**src/rtl/control_unit_decode_pipe.sv**
```systemverilog
// Registered opcode decoder feeding a 2-entry skid FIFO with valid/ready flow control and flush.
// Optional per-class pop counters are compiled in with DECODE_PERF_CNT_EN.
module control_unit_decode_pipe #(
   parameter int OPCODE_W = 5,
   parameter int TAG_W    = 32,
   parameter int CNT_W    = 16
) (
   input  logic                clk,
   input  logic                rst,
   input  logic                flush,
   input  logic                in_valid,
   output logic                in_ready,
   input  logic [OPCODE_W-1:0] opcode,
   input  logic [TAG_W-1:0]    in_tag,
   output logic                out_valid,
   input  logic                out_ready,
   output logic [TAG_W-1:0]    out_tag,
   output logic [18:0]         ctrl,
   output logic                illegal
`ifdef DECODE_PERF_CNT_EN
   ,
   output logic [CNT_W-1:0]    cnt_int,
   output logic [CNT_W-1:0]    cnt_fp,
   output logic [CNT_W-1:0]    cnt_vec,
   output logic [CNT_W-1:0]    cnt_ctrl,
   output logic [CNT_W-1:0]    cnt_ill
`endif
);

   localparam int B_ALUOP = 15, B_REGDST = 14, B_ALUSRC = 13, B_MEMRD = 12, B_MEMWR = 11;
   localparam int B_MEM2R = 10, B_REGWR = 9, B_BR = 8, B_BROP = 7, B_RS1 = 6, B_RS2 = 5;
   localparam int B_ALUDST = 4, B_VEC = 3, B_PF = 2, B_IMM = 1, B_INT = 0;

   // Entry layout: {cls[1:0], illegal, ctrl[18:0], tag}
   localparam int EW = TAG_W + 22;

   logic [18:0]    dec_ctrl;
   logic           dec_ill;
   logic [1:0]     cls;
   logic [EW-1:0]  new_ent;
   logic [EW-1:0]  ent0_q, ent0_d, ent1_q, ent1_d;
   logic [1:0]     cnt_q, cnt_d;
   logic           push, pop;

   assign cls = opcode[4:3];

   always_comb begin
      dec_ctrl = '0;
      dec_ill  = 1'b0;
      if (cls != 2'b11) begin
         dec_ctrl[B_INT] = (cls == 2'b00);
         dec_ctrl[B_PF]  = (cls == 2'b01);
         dec_ctrl[B_VEC] = (cls == 2'b10);
         dec_ctrl[B_RS1] = (cls == 2'b01) || (cls == 2'b10);
         if (!opcode[2]) begin
            dec_ctrl[B_ALUOP +: 4] = {opcode[4:3], opcode[1:0]};
            dec_ctrl[B_REGDST]     = 1'b1;
            dec_ctrl[B_REGWR]      = 1'b1;
            dec_ctrl[B_ALUDST]     = 1'b1;
         end else if (!opcode[1]) begin
            dec_ctrl[B_ALUSRC] = 1'b1;
            dec_ctrl[B_IMM]    = 1'b1;
            if (!opcode[0]) begin
               dec_ctrl[B_MEMRD] = 1'b1;
               dec_ctrl[B_MEM2R] = 1'b1;
               dec_ctrl[B_REGWR] = 1'b1;
            end else begin
               dec_ctrl[B_MEMWR] = 1'b1;
               dec_ctrl[B_RS2]   = 1'b1;
            end
         end else begin
            dec_ill = 1'b1;
         end
      end else begin
         case (opcode[2:0])
            3'b000: ;
            3'b100: begin
               dec_ctrl[B_BR]         = 1'b1;
               dec_ctrl[B_ALUOP +: 4] = 4'b0001;
            end
            3'b101: begin
               dec_ctrl[B_BR]   = 1'b1;
               dec_ctrl[B_BROP] = 1'b1;
            end
            default: dec_ill = 1'b1;
         endcase
      end
      // Any set bit above the 5-bit base opcode makes the op undefined.
      if ((opcode >> 5) != '0) dec_ill = 1'b1;
      if (dec_ill) dec_ctrl = '0;
   end

   assign new_ent   = {cls, dec_ill, dec_ctrl, in_tag};
   assign in_ready  = (cnt_q != 2'd2);
   assign out_valid = (cnt_q != 2'd0);
   assign push      = in_valid & in_ready & ~flush;
   assign pop       = out_valid & out_ready;

   always_comb begin
      ent0_d = ent0_q;
      ent1_d = ent1_q;
      cnt_d  = cnt_q;
      if (flush) begin
         cnt_d = 2'd0;
      end else begin
         case ({push, pop})
            2'b10: begin
               if (cnt_q == 2'd0) ent0_d = new_ent;
               else               ent1_d = new_ent;
               cnt_d = cnt_q + 2'd1;
            end
            2'b01: begin
               ent0_d = ent1_q;
               cnt_d  = cnt_q - 2'd1;
            end
            // push needs count<2 and pop needs count>0, so count is 1 here
            2'b11: ent0_d = new_ent;
            default: ;
         endcase
      end
   end

   always_ff @(posedge clk or negedge rst) begin
      if (!rst) begin
         ent0_q <= '0;
         ent1_q <= '0;
         cnt_q  <= 2'd0;
      end else begin
         ent0_q <= ent0_d;
         ent1_q <= ent1_d;
         cnt_q  <= cnt_d;
      end
   end

   assign out_tag = ent0_q[TAG_W-1:0];
   assign ctrl    = ent0_q[TAG_W +: 19];
   assign illegal = ent0_q[EW-3];

`ifdef DECODE_PERF_CNT_EN
   // Counter slots: 0 INT, 1 FP, 2 VEC, 3 CTRL, 4 illegal
   logic [4:0][CNT_W-1:0] pc_q, pc_d;
   logic [2:0]            pc_sel;

   always_comb begin
      pc_d   = pc_q;
      pc_sel = ent0_q[EW-3] ? 3'd4 : {1'b0, ent0_q[EW-1:EW-2]};
      if (pop && (pc_q[pc_sel] != '1)) pc_d[pc_sel] = pc_q[pc_sel] + CNT_W'(1);
   end

   always_ff @(posedge clk or negedge rst) begin
      if (!rst) pc_q <= '0;
      else      pc_q <= pc_d;
   end

   assign cnt_int  = pc_q[0];
   assign cnt_fp   = pc_q[1];
   assign cnt_vec  = pc_q[2];
   assign cnt_ctrl = pc_q[3];
   assign cnt_ill  = pc_q[4];
`endif

endmodule

```
**config.mk**
```make
export PLATFORM = sky130hd
export DESIGN_NAME = control_unit_decode_pipe
export DESIGN_NICKNAME = d
export VERILOG_FILES = /design/src/rtl/control_unit_decode_pipe.sv
export SDC_FILE = /design/constraint.sdc
export NUM_CORES = 1
export LEC_CHECK = 0
export CORE_MARGIN = 3
export CORE_UTILIZATION = 51
export CTS_CLUSTER_DIAMETER = 30
export CTS_CLUSTER_SIZE = 12
export DETAILED_ROUTE_END_ITERATION = 10
export PLACE_DENSITY = 0.8
export SYNTH_ARGS = -nofsm -noshare
export SYNTH_HDL_FRONTEND = slang
export SYNTH_SLANG_ARGS = --single-unit
```
**constraint.sdc**
```tcl
create_clock -name clk -period 2.2 [get_ports clk]
set_clock_uncertainty 0.05 [all_clocks]
set_input_delay 0.33 -clock clk [delete_from_list [all_inputs] [get_ports clk]]
set_output_delay 0.33 -clock clk [all_outputs]
set_load 0.03 [all_outputs]
```
Yosys cells after proc, flatten, opt, wreduce, memory -nomap -nowiden
Cells that the tools add are included.
Storage, ports and cells
  register bits after elaboration: 106
  input bits: 42
  word-level logic and storage cells: 59
Operators by class
  add/subtract/negate cells: 2
  equality and inequality tests: 10
  mux-type cells: 28
  bitwise gates (word level): 5
  reductions and logical operators: 11
Operators by type and width (number)
  one-hot mux 52 bit (3 select lines): 1
  2-to-1 mux 52 bit: 1
  2-to-1 mux 19 bit: 1
  2-to-1 mux 1 bit: 15
  2-to-1 mux 5 bit: 2
  2-to-1 mux 4 bit: 2
  2-to-1 mux 7 bit: 1
  equality test 2 bit (second input constant): 3
  equality test 3 bit (second input constant): 2
  2-to-1 mux 2 bit: 3
  2-to-1 mux 6 bit: 1
  inequality test 2 bit (second input constant): 3
  AND reduction 3 bit: 2
  nonzero test 3 bit: 2
  equality test 2 x 1 -> 1 bit (second input constant): 2
  logical NOT 2 bit: 2
  one-hot mux 2 bit (2 select lines): 1
  AND 1 bit: 3
  logical NOT 3 bit: 1
  OR reduction 3 bit: 1
  adder 2 x 1 -> 2 bit (second input constant): 1
  inverter 1 bit: 2
  nonzero test 2 bit: 1
  OR reduction 2 bit: 1
  2 further kinds: 2

Longest topological paths before layout
  depth after elaboration: 7
  mapped depth: 8
  gate-level depth less buffers: 4

Worst setup path before layout
Ideal clock, no wire load.
  path kind: register to register
  start: register cnt_q[0]
  end: register ent0_q[33]
  setup time: 0.122 ns
  arrival: 1.394 ns
  setup slack: 0.634 ns
  stages on the path, launching flop included: 9
  clock period less this slack: 1.566 ns
  cells stage by stage: dfrtp_1 -> buf_6 -> o21a_4 -> and2_4 -> buf_6 -> buf_6 -> buf_6 -> a21oi_1 -> a21oi_1
Between the ends
  word-level cells in the longest chain between the ends: 6
  elaborated cells on any way between the ends: 13
Ends and longest elaborated chain
  start: declaration: RTL line 42  | logic [1:0] cnt_q, cnt_d;
  start signal: assignment: RTL line 131  | cnt_q <= cnt_d;
  inequality test 2 bit: RTL line 94  | assign in_ready = (cnt_q != 2'd2);
  AND 1 bit (2 in series): RTL line 96  | assign push = in_valid & in_ready & ~flush;
  equality test 2 bit or equality test 2 x 1 -> 1 bit (tied branches): RTL line 106  | case ({push, pop})
  inequality test 2 bit (no source line) or nonzero test 3 bit (tied branches)
  AND reduction 3 bit (no source line)
  end signal: assignment: RTL line 129  | ent0_q <= ent0_d;
  end: declaration: RTL line 41  | logic [EW-1:0] ent0_q, ent0_d, ent1_q, ent1_d;
Parallel ways exist; a longest one is shown, timed or not.
A chain may end at the register's enable or synchronous reset.

Worst setup path in the final report
  start: register cnt_q[0]
  end: output port in_ready
Between the ends
  word-level cells in the longest chain between the ends: 1
Ends and longest elaborated chain
  inequality test 2 bit: RTL line 94
  end: declaration: RTL line 12  | output logic in_ready,
Every way passes these cells.

==> key figures <==
Place
  • Final HPWL DP: 7170 um
  • PortBufs: 95
  • Area after DPL: 5450 um^2
  • Routability cong.: 0.820

Timing
  • Slew HR: 69.6%
  • Min cycle time layout: 2100 ps
  • Setup TNS: 0 ps
  • Fmax: 0.477 GHz
  • Fin. max-slew vios: 0
  • WHS: 350 ps
  • Unrepaired setup endpoints after global routing: false
  • Slew @ Worst Pin: 455 ps
  • Setup violators final: 0
  • Final hold vios: 0
  • Tcrit/Tclk final: 95.3%

GRT
  • Vias in the first global route: 3779
  • Gr ovfl total: 0
  • Largest net degree at the start of global routing: 51
  • Initial antenna violation count: 0
  • First-pass GRT wire length: 18100 um
  • GR Util All Layers: 22.7%

Setup path
  • Delay-heaviest family, CP: buffers and inverters
  • Reg2reg setup slack: 430 ps
  • CP peak stage delay: 670 ps
  • Critical-path top delay cell: clkdlybuf4s50_1
  • CP endpoint kind: primary output
  • Crit Path Class: register to primary output
  • Peak fanout along the critical path: 9
  • R2r worst-path depth: 5
  • CP cell instances: nand2b_1 -> clkdlybuf4s50_1
  • Worst Path Arrival: 1720 ps
  • R2r endpoint: ent0_q[51]$_DFFE_PN0P_
  • Critical path buffer and inverter count: 1
  • Crit path launch type: register
  • R2r startpoint: cnt_q[0]$_DFFE_PN0P_
  • Data required, critical path: 1820 ps

Drt
  • Via count: 3719
  • 1st-pass router iterations: 4
  • Post-route DRC: 0
  • Detailed Route WL: 10500 um
  • DR iter-0 viols: 245
  • Wirelength per Cell: 15.1 um
  • DR vias/cell: 5.34
  • Final ANT Viol Nets: 0

Logic synthesis
  • Main area contributors after synthesis: dfrtp_1 (56%), nand2_1 (13%), a21oi_1 (11%)
  • Asr flop ratio synth: 100%
  • Adder-cell share of the synthesized area: 1.14%
  • Synth Area in Compound Gates: 13.9%
  • Mapped Area: 4390 um^2
  • XOR/XNOR share of the synthesized area: 0%
  • Synth unique cells: 36
  • Sequential area share after synthesis: 55.9%
  • Ys Warns: 0
  • Multiplexer share of the synthesized area: 0.742%
  • Synth top area share: 55.9%
  • #FFs+latches synth: 98
  • Largest family of logic cells by synthesized area: simple AND/OR/NAND/NOR gates
  • Post-Syn Nets: 547
  • Post-synth EDFFs: 0
  • Cells after synthesis: 501
  • Post-Syn Area per Cell: 8.75 um^2
  • Cell taking the most area after synthesis: dfrtp_1
  • Ys flop type: dfrtp_1
  • Simple-Gate Fraction of Synth Area: 22.9%

Cells and area
  • Layout fillers: 646
  • Core Util, Final: 68.7%
  • # diodes: 0
  • Area growth syn-to-layout: 30.1%
  • Finished Cell Area: 5710 um^2
  • Nets: 634
  • Layout cells sized above 1: 8.45%
  • Register area: 2450 um^2
  • Area occupied by multi-input gates: 1710 um^2

Power and ir drop
  • Switching portion of total power: 32.8%
  • Sw power: 1.79 mW
  • Cell Int Power: 3.67 mW
  • Sequential power share: 44.4%
  • Comb power frac: 30.5%
  • Power, Total: 5.47 mW
  • Max VDD drop: 0.506 mV
  • PD cells: 958 nW/um^2
  • Leakage: 2.71 nW
  • Clock power frac: 25.2%

Clock network
  • Num CTS Buffers: 9
  • Clock root buffer: clkbuf_8
  • CTS Sinks: 98
  • Clk_lat worst skew: 350 ps
  • Clock Pin Slew Worst Setup and Hold Paths: 90 ps
  • CTS H-tree lvls: 3
  • CTS tree: done
  • Deepest clock path buffer count: 2

Floorplanning
  • Die Ht: 98.7 um
  • Initial cell density of the core: 52.8%
  • Die area: 9750 um^2
  • Row count: 33
  • Core area: 8300 um^2
  • Die X: 98.7 um
  • IO Pins: 96

Min path
  • Worst Hold Class: primary input to asynchronous set/reset pin

Run
  • Max cap viols: 0

Outcome
  • Status: finished clean
==> area by class of cell <==
type                       instances  area share, %
clock buffer                      10           2.41
clock inverter                     5           1.80
inverter                           2          0.132
multi-input combinational        362           29.9
sequential                        98           43.0
tap                              105           2.30
timing repair buffer             115           20.4
==> layer usage <==
metal  part of all wire, %  track usage (%)
met5                     0                0
met4                  0.68             7.25
met3                   5.9             4.10
met2                    49             36.2
met1                    45             32.0
==> cell families (layout without fill, tap and decap cells) <==
family,after synthesis,count (layout)
AND/OR/NAND/NOR,244,244
AO/OA/AOI/OAI,111,111
flip-flops,98,98
buffers and inverters,41,132
adder cells (fa/ha/maj),4,4
multiplexers,3,3
==> power by group through the flow <==
| stage | clock [mW] | sequential, mW | combinational (mW) |
|---|---|---|---|
| finish | 1.38 | 2.43 | 1.66 |
| global placement | 0 | 2.44 | 1.63 |
| floorplan | 0 | 2.81 | 0.585 |
| CTS | 1.39 | 2.42 | 1.68 |
| detailed placement | 0 | 2.45 | 1.68 |
| global route | 1.46 | 2.48 | 1.81 |
==> repair_timing <==
item,4_1_cts,5_1_grt
gates resized for setup,0,1
endpoints found under the setup margin,0,1
hold buffers,1,0
endpoints found under the hold margin,19,0
buffers inserted,0,0
==> state kept, by name, indices dropped and copies added (netlist names) <==
register,cells
cnt_q,2
ent0_q,48
ent1_q,48
==> worst register-to-register path, stage by stage (launching register included) <==
cell	delay (ps)
dfrtp_1	490
o21a_4	290
o21bai_4	360
buf_12	270
a21oi_1	80
a21oi_1	160
==> synth_stat cells, types with 4 or more instances <==
cell type and count:
nand2b_1 6, nand3_1 19, a21oi_1 94, buf_2 12, nand2_1 154, clkbuf_1 12
o21ai_0 5, buf_4 9, dfrtp_1 98, buf_6 5, nor2_1 53, ha_1 4
==> placed cells by master, fill, tap and decap left out, types with 2 or more instances in the layout <==
master           count
ha_1                 4
inv_1                2
clkdlybuf4s50_1     93
nand2b_1             6
nand2_1            153
o21ai_0              5
nand3b_1             2
nor2b_1              2
or2_2                3
a21oi_1             94
buf_12               5
nand3_1             19
buf_4               15
a221oi_1             2
nor2_1              53
mux2_2               2
bufinv_16            3
dfrtp_1             98
clkbuf_8            10
==> how the worst max path moves through the flow <==
stage               cells past startpoint  slack, ps                endpoint                 start
floorplan                               8        630  ent0_q[33]$_DFFE_PN0P_  cnt_q[0]$_DFFE_PN0P_
global placement                        6        130  ent0_q[47]$_DFFE_PN0P_              in_valid
detailed placement                      6         60  ent0_q[47]$_DFFE_PN0P_              in_valid
CTS                                     2         50               out_valid  cnt_q[0]$_DFFE_PN0P_
global route                            2         20                in_ready  cnt_q[0]$_DFFE_PN0P_
finish                                  2        100                in_ready  cnt_q[0]$_DFFE_PN0P_
==> metrics by stage <==
stage / instances / setup slack, ps
final: 697 / 103
after global routing: 697 / 15.2
after CTS: 697 / 47.4
after detailed placement: 681 / 58.9
after global placement: 681 / 135
after floorplan: 501 / 634
Note: power is estimated with default switching activity, not from simulation.
